===== config.mk =====
export PLATFORM = sky130hd
export DESIGN_NAME = uart_rom_loader
export DESIGN_NICKNAME = d
export VERILOG_FILES = /design/src/rtl/uart_rom_loader.sv
export SDC_FILE = /design/constraint.sdc
export NUM_CORES = 1
export LEC_CHECK = 0
export ABC_AREA = 1
export CORE_MARGIN = 8
export CORE_UTILIZATION = 55
export CTS_CLUSTER_DIAMETER = 150
export DETAILED_ROUTE_END_ITERATION = 10
export GPL_TIMING_DRIVEN = 0
export PLACE_DENSITY_LB_ADDON = 0.15
export RECOVER_POWER = 50
export SYNTH_ARGS = -nofsm -noshare
export SYNTH_HDL_FRONTEND = slang
export SYNTH_SLANG_ARGS = --single-unit

===== constraint.sdc =====
create_clock -name clk -period 6.3 [get_ports clk]
set_input_delay 1.26 -clock clk [delete_from_list [all_inputs] [get_ports clk]]
set_output_delay 1.26 -clock clk [all_outputs]
set_load 0.005 [all_outputs]

===== src/rtl/uart_rom_loader.sv =====
// uart_rom_loader: boot-time program loader.
// Receives 8N1 serial bytes, takes a 16-bit little-endian word count, packs the
// following bytes into little-endian 32-bit words and writes them to the
// instruction ROM. The CPU is held in reset until the last word is written.
module uart_rom_loader #(
    parameter int WAIT   = 8,
    parameter int ADDR_W = 8
) (
    input  logic              clk,
    input  logic              reset,
    input  logic              uart_rx,
    output logic              rom_we,
    output logic [ADDR_W-1:0] rom_waddr,
    output logic [31:0]       rom_wdata,
    output logic              cpu_reset,
    output logic              busy,
    output logic              done,
    output logic              frame_err
);

    localparam int CW = (WAIT > 2) ? $clog2(WAIT) : 1;

    localparam logic [1:0] RX_IDLE  = 2'd0;
    localparam logic [1:0] RX_START = 2'd1;
    localparam logic [1:0] RX_DATA  = 2'd2;
    localparam logic [1:0] RX_STOP  = 2'd3;

    localparam logic [1:0] LD_LEN_LO = 2'd0;
    localparam logic [1:0] LD_LEN_HI = 2'd1;
    localparam logic [1:0] LD_DATA   = 2'd2;
    localparam logic [1:0] LD_DONE   = 2'd3;

    logic [1:0]        r_sync;
    logic [1:0]        r_rx_state;
    logic [CW-1:0]     r_cnt;
    logic [2:0]        r_bit;
    logic [7:0]        r_shift;
    logic              r_byte_valid;
    logic              r_frame_err;

    logic [1:0]        r_ld_state;
    logic [15:0]       r_len;
    logic [15:0]       r_widx;
    logic [1:0]        r_bidx;
    logic [31:0]       r_word;
    logic              r_we;
    logic [ADDR_W-1:0] r_waddr;
    logic [31:0]       r_wdata;
    logic              r_cpu_reset;
    logic              r_busy;
    logic              r_done;

    logic              w_rxs;
    logic              w_in_range;
    logic [15:0]       w_len_full;

    assign w_rxs      = r_sync[1];
    assign w_in_range = ((r_widx >> ADDR_W) == 16'd0);
    assign w_len_full = {r_shift, r_len[7:0]};

    // Two-flop synchroniser for the asynchronous serial input (idle high).
    always_ff @(posedge clk or posedge reset) begin
        if (reset) r_sync <= 2'b11;
        else       r_sync <= {r_sync[0], uart_rx};
    end

    // Serial receiver: the counter is cleared when the start edge is seen, so
    // the START sample lands WAIT/2 clocks later (mid-bit) and every later
    // sample is a whole bit period after the previous one.
    always_ff @(posedge clk or posedge reset) begin
        if (reset) begin
            r_rx_state   <= RX_IDLE;
            r_cnt        <= '0;
            r_bit        <= '0;
            r_shift      <= '0;
            r_byte_valid <= 1'b0;
            r_frame_err  <= 1'b0;
        end else begin
            r_byte_valid <= 1'b0;
            case (r_rx_state)
                RX_IDLE: begin
                    if (!w_rxs) begin
                        r_cnt      <= '0;
                        r_rx_state <= RX_START;
                    end
                end
                RX_START: begin
                    if (r_cnt == CW'(WAIT/2 - 1)) begin
                        r_cnt      <= '0;
                        r_bit      <= '0;
                        r_rx_state <= w_rxs ? RX_IDLE : RX_DATA;
                    end else begin
                        r_cnt <= r_cnt + 1'b1;
                    end
                end
                RX_DATA: begin
                    if (r_cnt == CW'(WAIT - 1)) begin
                        r_cnt   <= '0;
                        r_shift <= {w_rxs, r_shift[7:1]};
                        if (r_bit == 3'd7) r_rx_state <= RX_STOP;
                        else               r_bit      <= r_bit + 1'b1;
                    end else begin
                        r_cnt <= r_cnt + 1'b1;
                    end
                end
                default: begin
                    if (r_cnt == CW'(WAIT - 1)) begin
                        r_cnt      <= '0;
                        r_rx_state <= RX_IDLE;
                        if (w_rxs) r_byte_valid <= 1'b1;
                        else       r_frame_err  <= 1'b1;
                    end else begin
                        r_cnt <= r_cnt + 1'b1;
                    end
                end
            endcase
        end
    end

    // Loader: header, word packing and ROM write strobe, stepped by received bytes.
    always_ff @(posedge clk or posedge reset) begin
        if (reset) begin
            r_ld_state  <= LD_LEN_LO;
            r_len       <= '0;
            r_widx      <= '0;
            r_bidx      <= '0;
            r_word      <= '0;
            r_we        <= 1'b0;
            r_waddr     <= '0;
            r_wdata     <= '0;
            r_cpu_reset <= 1'b1;
            r_busy      <= 1'b0;
            r_done      <= 1'b0;
        end else begin
            r_we <= 1'b0;
            if (r_byte_valid) begin
                if (r_ld_state != LD_DONE) r_busy <= 1'b1;
                case (r_ld_state)
                    LD_LEN_LO: begin
                        r_len[7:0] <= r_shift;
                        r_ld_state <= LD_LEN_HI;
                    end
                    LD_LEN_HI: begin
                        r_len[15:8] <= r_shift;
                        if (w_len_full == 16'd0) begin
                            r_ld_state  <= LD_DONE;
                            r_done      <= 1'b1;
                            r_busy      <= 1'b0;
                            r_cpu_reset <= 1'b0;
                        end else begin
                            r_ld_state <= LD_DATA;
                            r_widx     <= '0;
                            r_bidx     <= '0;
                        end
                    end
                    LD_DATA: begin
                        r_word <= {r_shift, r_word[31:8]};
                        r_bidx <= r_bidx + 1'b1;
                        if (r_bidx == 2'd3) begin
                            r_we    <= w_in_range;
                            r_waddr <= r_widx[ADDR_W-1:0];
                            r_wdata <= {r_shift, r_word[31:8]};
                            r_widx  <= r_widx + 1'b1;
                            if (r_widx == r_len - 16'd1) begin
                                r_ld_state  <= LD_DONE;
                                r_done      <= 1'b1;
                                r_busy      <= 1'b0;
                                r_cpu_reset <= 1'b0;
                            end
                        end
                    end
                    default: ;
                endcase
            end
        end
    end

    assign rom_we    = r_we;
    assign rom_waddr = r_waddr;
    assign rom_wdata = r_wdata;
    assign cpu_reset = r_cpu_reset;
    assign busy      = r_busy;
    assign done      = r_done;
    assign frame_err = r_frame_err;

endmodule


==> run metrics, run 1 <==
Crit. path cell count 2; post-route cell area 0.00720 sq mm; num rows 38; hold buffers post-CTS 0; crit path from reset; H-Tree Depth 4; via/cell ratio 5.31; commonest non-fill, non-tap cell in the layout nand2_1; worst setup path class in2async; first-pass GRT wire length ~23000 microns; critical-path maximum fanout 62; vias in the first global route between 4000 and 5000; Post-synth top flop dfrtp_1; Setup Skew between 10 and 15 ps; final core utilization between 60% and 70%; area of the multi-input gates about 0.0024 sq mm; EDFF count, synth 0; Post-CTS Setup Inserts 0; share of cells above drive strength 1 12.2%; CTS root buf clkbuf_8; remaining antenna violation count after routing 0; Fin Hold WS roughly 360 ps; starting DRC count in detailed routing 332; Ant. Diodes 0; first drt pass iteration count 5; Final period util 50.9%; initial antenna violation count 0; Buf/Inv on CP 2; CTS sink cnt between 100 and 150; status finished with violations; Reg clk slew, reported paths roughly 60 ps; GPL Wtd Cong approximately 0.87; FF+latch count, synth roughly 120; final setup fails 0; worst endpoint required time 6510 ps; die width approximately 120 microns; Worst setup EP type asynchronous set/reset pin; critical path's top delay family buffers and inverters; crit-path cells dlygate4sd3_1 > clkinvlp_2; Leakage Power between 3 and 4 nW; WL/cell ~15 microns; fin. max-slew vios between 60 and 70; Worst slew margin -82.3%; Worst path slowest cell clkinvlp_2; Fill cells 918; starting density of the core between 50% and 60%; share of the synthesized area in the top cell type 50.8%; distinct cell type count after synthesis between 40 and 50; sequential cell area fraction in the yosys report between 50% and 60%; port bufs between 40 and 50; cts repair resizes 0; number of buffers created by CTS 17; unrepaired setup endpoints after global routing no; Mapped Cells approximately 670; Post-Syn Area ~0.006 sq mm; die area approximately 0.014 sq mm; Syn. warnings 0; worst hold path class reg2reg; dominant cell type by area after synthesis dfrtp_1; clk buf depth 2; largest net degree at the start of global routing 64; cell area after placement roughly 0.0066 sq mm; CTS tree built; Total GRT Usage roughly 20%; Place WS between 3000 and 4000 ps; Worst Setup Start Kind input pin; area grow syn2layout 20.7%; Design Power ~2.1 mW; Final nets approximately 760; Placed Instances 860; worst-case reg-to-reg path depth 13; reg2reg start r_len[0]; delay of the slowest critical-path stage roughly 1600 ps; WL final 13600 microns; P per Cell Area between 200 and 300 mW/mm^2; Worst EP arrival about 3400 ps; FF-to-FF End r_widx[11]; commonest cells after routing, fill and taps aside nand2_1, dfrtp_1, o21ai_0; crit path to r_rx_state[1]; Final min period ~3200 ps; asr flop ratio synth 100%; Register-to-Register Setup Slack approximately 4000 ps; final hold vios 0; final cell count without fillers 892; DR vias approximately 4700; Avg Inst Size Synth 8.87 sq um; core area between 0.01 and 0.015 sq mm; Clk Latency, worst-skew pair 540 ps; DRC 0; Peak Freq between 300 and 400 MHz; Sequential Area ~0.0031 sq mm; slack of the critical path between 3000 and 4000 ps; total gr overflow 0; Worst Tran Pin Value ~2700 ps; synth top area cells dfrtp_1, nand2_1, o21ai_0; max_cap viols 1; Setup TNS Final 0 ps; I/O Pins 48; HPWL after detailed placement approximately 10000 microns; worst vdd ir 0.260 mV; failing checks capacitance limit, slew limit; Syn Nets 689; Die Y 120 microns
[cells in the mapped netlist (3+ instances only)]
| cell type | count |
|---|---|
| a21oi_1 | 3 |
| buf_2 | 3 |
| clkbuf_1 | 14 |
| dfrtp_1 | 121 |
| dfstp_2 | 3 |
| ha_1 | 14 |
| inv_1 | 69 |
| mux2_2 | 9 |
| nand2_1 | 167 |
| nand2_2 | 13 |
| nand2_4 | 4 |
| nand3_1 | 28 |
| nand3_2 | 4 |
| nand4_1 | 6 |
| nor2_1 | 40 |
| nor2_2 | 7 |
| nor3_1 | 9 |
| o21ai_0 | 87 |
| o21ai_1 | 8 |
| o31ai_1 | 4 |
| o31ai_2 | 3 |
| xnor2_1 | 5 |
| xor2_1 | 19 |
[kinds of logic (layout without fill, tap and decap cells)]
kind of cell	count (synthesis)	in the layout	share of synthesized area (%)
and+or+nand+nor	292	292	22.4
DFF	124	124	52.1
AOI/OAI and AO/OA	115	115	10.7
buffers and inverters	94	174	6.65
xor gates and xnor gates	24	24	3.52
adders and majority gates	14	14	2.94
muxes	9	9	1.70
[flip-flops by register name, summed over array words and instances (netlist names)]
name,cells
r_bidx,2
r_sync,2
done,1
r_widx,16
r_cnt,3
cpu_reset,1
r_rx_state,2
r_word,24
busy,1
rom_waddr,8
r_byte_valid,1
rom_we,1
r_len,16
r_bit,3
r_ld_state,2
rom_wdata,32
frame_err,1
r_shift,8
[routing by layer]
metal	part of all wire (%)	global-route usage (%)	up-vias
li1	-	-	2304
met1	46	25.4	2300
met2	47	31.5	106
met3	4.9	6.48	23
met4	1.8	7.73	0
met5	0	0	-
[power by group]
part / internal, mW / total (mW) / switching (mW)
Sequential: 0.839 / 0.873 / 0.0344
Combinational: 0.0963 / 0.256 / 0.160
Clock: 0.575 / 0.937 / 0.362
[layout make-up]
type                            instances  area share (%)
Timing Repair Buffer                   48            6.92
Sequential cell                       124            43.2
Buffer                                 22            1.67
Clock inverter                         13            1.98
Inverter                               72            3.84
Multi-Input combinational cell        454            34.0
Clock buffer                           19            6.00
Tap cell                              140            2.43
[how the worst min path moves through the flow]
stage	startpoint	to	slack, ps	cells past startpoint
after floorplan	r_sync[0]	r_sync[1]	350	0
after global placement	r_sync[0]	r_sync[1]	350	0
after detailed placement	r_sync[0]	r_sync[1]	350	0
after CTS	r_sync[0]	r_sync[1]	360	0
after global routing	r_sync[0]	r_sync[1]	360	0
final	r_sync[0]	r_sync[1]	360	0
Power figures use the tool's default switching activity.
==> run 2, diff against run 1 <==
--- a/config.mk
+++ b/config.mk
@@ -7,7 +7,7 @@
 export LEC_CHECK = 0
 export ABC_AREA = 1
 export CORE_MARGIN = 8
-export CORE_UTILIZATION = 55
+export CORE_UTILIZATION = 53
 export CTS_CLUSTER_DIAMETER = 150
 export DETAILED_ROUTE_END_ITERATION = 10
 export GPL_TIMING_DRIVEN = 0
==> constraint.sdc (replaced) <==
create_clock -name clk -period 2.6 [get_ports clk]
set_input_delay 0.52 -clock clk [delete_from_list [all_inputs] [get_ports clk]]
set_output_delay 0.52 -clock clk [all_outputs]
set_load 0.005 [all_outputs]
==> run 2 against run 1 <==
- the run now ends clean
- sequential share of layout area barely moved
- power rose by 140%
- core utilization is 1.2 points lower
- die area rose by 3.3%
- global-route usage decreased by 0.44 points
- sequential power increased by 140%
- register-to-register slack got worse by 3500 ps
- clock skew shrank 3.1 ps
- critical path type unchanged
- critical endpoint is now cpu_reset
==> run metrics, run 2 (same netlist as run 1, synthesis figures left out) <==
Post-CTS Setup Inserts 0 (unchanged); Final period util a little over 80%; CTS root buf clkbuf_8; delay of the slowest critical-path stage 790 ps (-770 ps); Clk Latency, worst-skew pair 520 ps (-20 ps); Sequential Area 0.00311 sq mm (unchanged); crit path from reset; area grow syn2layout 20.6% (about the same); area of the multi-input gates 0.00246 sq mm (+0.46%); critical-path maximum fanout 43 (-31%); Die Y 122 microns (+1.6%); final hold vios 0 (unchanged); num rows 38 (unchanged); HPWL after detailed placement 9930 microns (+1.0%); CTS tree built; Worst path slowest cell clkbuf_2; port bufs 47 (unchanged); starting DRC count in detailed routing 300 (-9.6%); Placed Instances 862 (+0.23%); WL final 13700 microns (+1.2%); Worst EP arrival 2760 ps (-660 ps); Final min period around 2100 ps; DRC 0 (unchanged); remaining antenna violation count after routing 0 (unchanged); max FFs per register 32 (unchanged); die area 0.0149 sq mm (+3.3%); total gr overflow 0 (unchanged); Worst Tran Pin Value 896 ps (-1820 ps); WL/cell 15.3 microns (+0.94%); cts repair resizes 0 (unchanged); vias in the first global route 4856 (+3.1%); Design Power 5.01 mW (+140%); Setup Skew 7.34 ps (-3.07 ps); final core utilization 66.1% (-1.2 points); Ant. Diodes 0 (unchanged); Hold Startpoint r_sync[0]; hold buffers post-CTS 0 (unchanged); Peak Freq about 470 MHz; worst setup path class in2async; worst vdd ir 0.490 mV (+89%); crit-path cells dlygate4sd3_1 > clkinvlp_2 > clkbuf_2 > buf_6; first drt pass iteration count 5 (unchanged); first-pass GRT wire length 23500 microns (+1.8%); DR vias 4748 (+0.32%); via/cell ratio 5.31 (about the same); final cell count without fillers 894 (+0.22%); GPL Wtd Cong 0.869 (+0.43%); die width 122 microns (+1.6%); unrepaired setup endpoints after global routing no; starting density of the core 54.8% (-0.97 points); Reg clk slew, reported paths 60 ps (about the same); number of buffers created by CTS 17 (unchanged); share of cells above drive strength 1 12.6% (+0.37 points); Worst Setup Start Kind input pin; worst hold path class reg2reg; initial antenna violation count 0 (unchanged); commonest cells after routing, fill and taps aside nand2_1, dfrtp_1, o21ai_0; Worst slew margin 40.3% (+120 points); clk buf depth 2 (unchanged); CTS sink cnt 124 (unchanged); largest net degree at the start of global routing 44 (-31%); H-Tree Depth 4 (unchanged); max_cap viols 0 (-1); Total GRT Usage 19.6% (-0.44 points); P per Cell Area 696 mW/mm^2 (+140%); commonest non-fill, non-tap cell in the layout nand2_1; reg2reg start r_ld_state[0]; worst endpoint required time 3220 ps (-3290 ps); Setup TNS Final 0 ps (unchanged); Leakage Power 3.37 nW (about the same); status finished clean; Fill cells 896 (-2.4%); Final nets 758 (+0.26%); final setup fails 0 (unchanged); fin. max-slew vios 0 (-100%); I/O Pins 48 (unchanged); core area 0.0109 sq mm (+1.8%); Worst setup EP type asynchronous set/reset pin
==> run 2: changes by cell type in the layout (fill, tap and decap cells not counted), sizes merged <==
cell / change
buf: +1
clkbuf: +1
clkinv: -4
clkinvlp: +2
inv: +2
==> run 2: report_power, final <==
group | switching [mW] | internal (mW) | total [mW]
Combinational | 0.394 | 0.246 | 0.641
Sequential | 0.0817 | 2.03 | 2.11
Clock | 0.886 | 1.37 | 2.25
Total | 1.36 | 3.65 | 5.01
==> run 2: cell type report <==
class	instances	area share, %
clock inverters	13	1.95
plain buffers	22	1.69
flip-flops and latches	124	43.2
clock buffers	19	5.86
inverters	72	3.84
multi-input cells	454	34.2
well taps	140	2.44
repair buffers	50	6.84
==> run 2: layer usage <==
layer,up-vias,GRT usage [%],part of all wire [%]
li1,2310,-,-
met1,2291,25.5,45
met2,123,31.2,48
met3,24,4.40,5.5
met4,0,8.30,1.9
met5,-,0,0
==> run 2: critical path, delay by kind of cell <==
family,cells,cell delay [ps]
buffers and inverters,4,2210
==> run 2: through the flow <==
step | hold slack (ps) | setup WS [ps] | cell area, sq um
floorplan | 345 | 557 | 5970
global placement | 347 | -536 | 6610
detailed placement | 351 | 505 | 6670
CTS | 346 | 472 | 7230
global route | 360 | 131 | 7190
finish | 358 | 465 | 7190
==> run 2: worst paths after layout <==
check	to	slack [ps]	cells after the start
hold / removal	r_sync[1]	360	0
min in group asynchronous	rom_wdata[23]	530	2
hold reg to reg	r_sync[1]	360	0
setup reg to reg	r_word[26]	490	8
setup / recovery	cpu_reset	460	4
max in group clk	r_word[26]	490	8
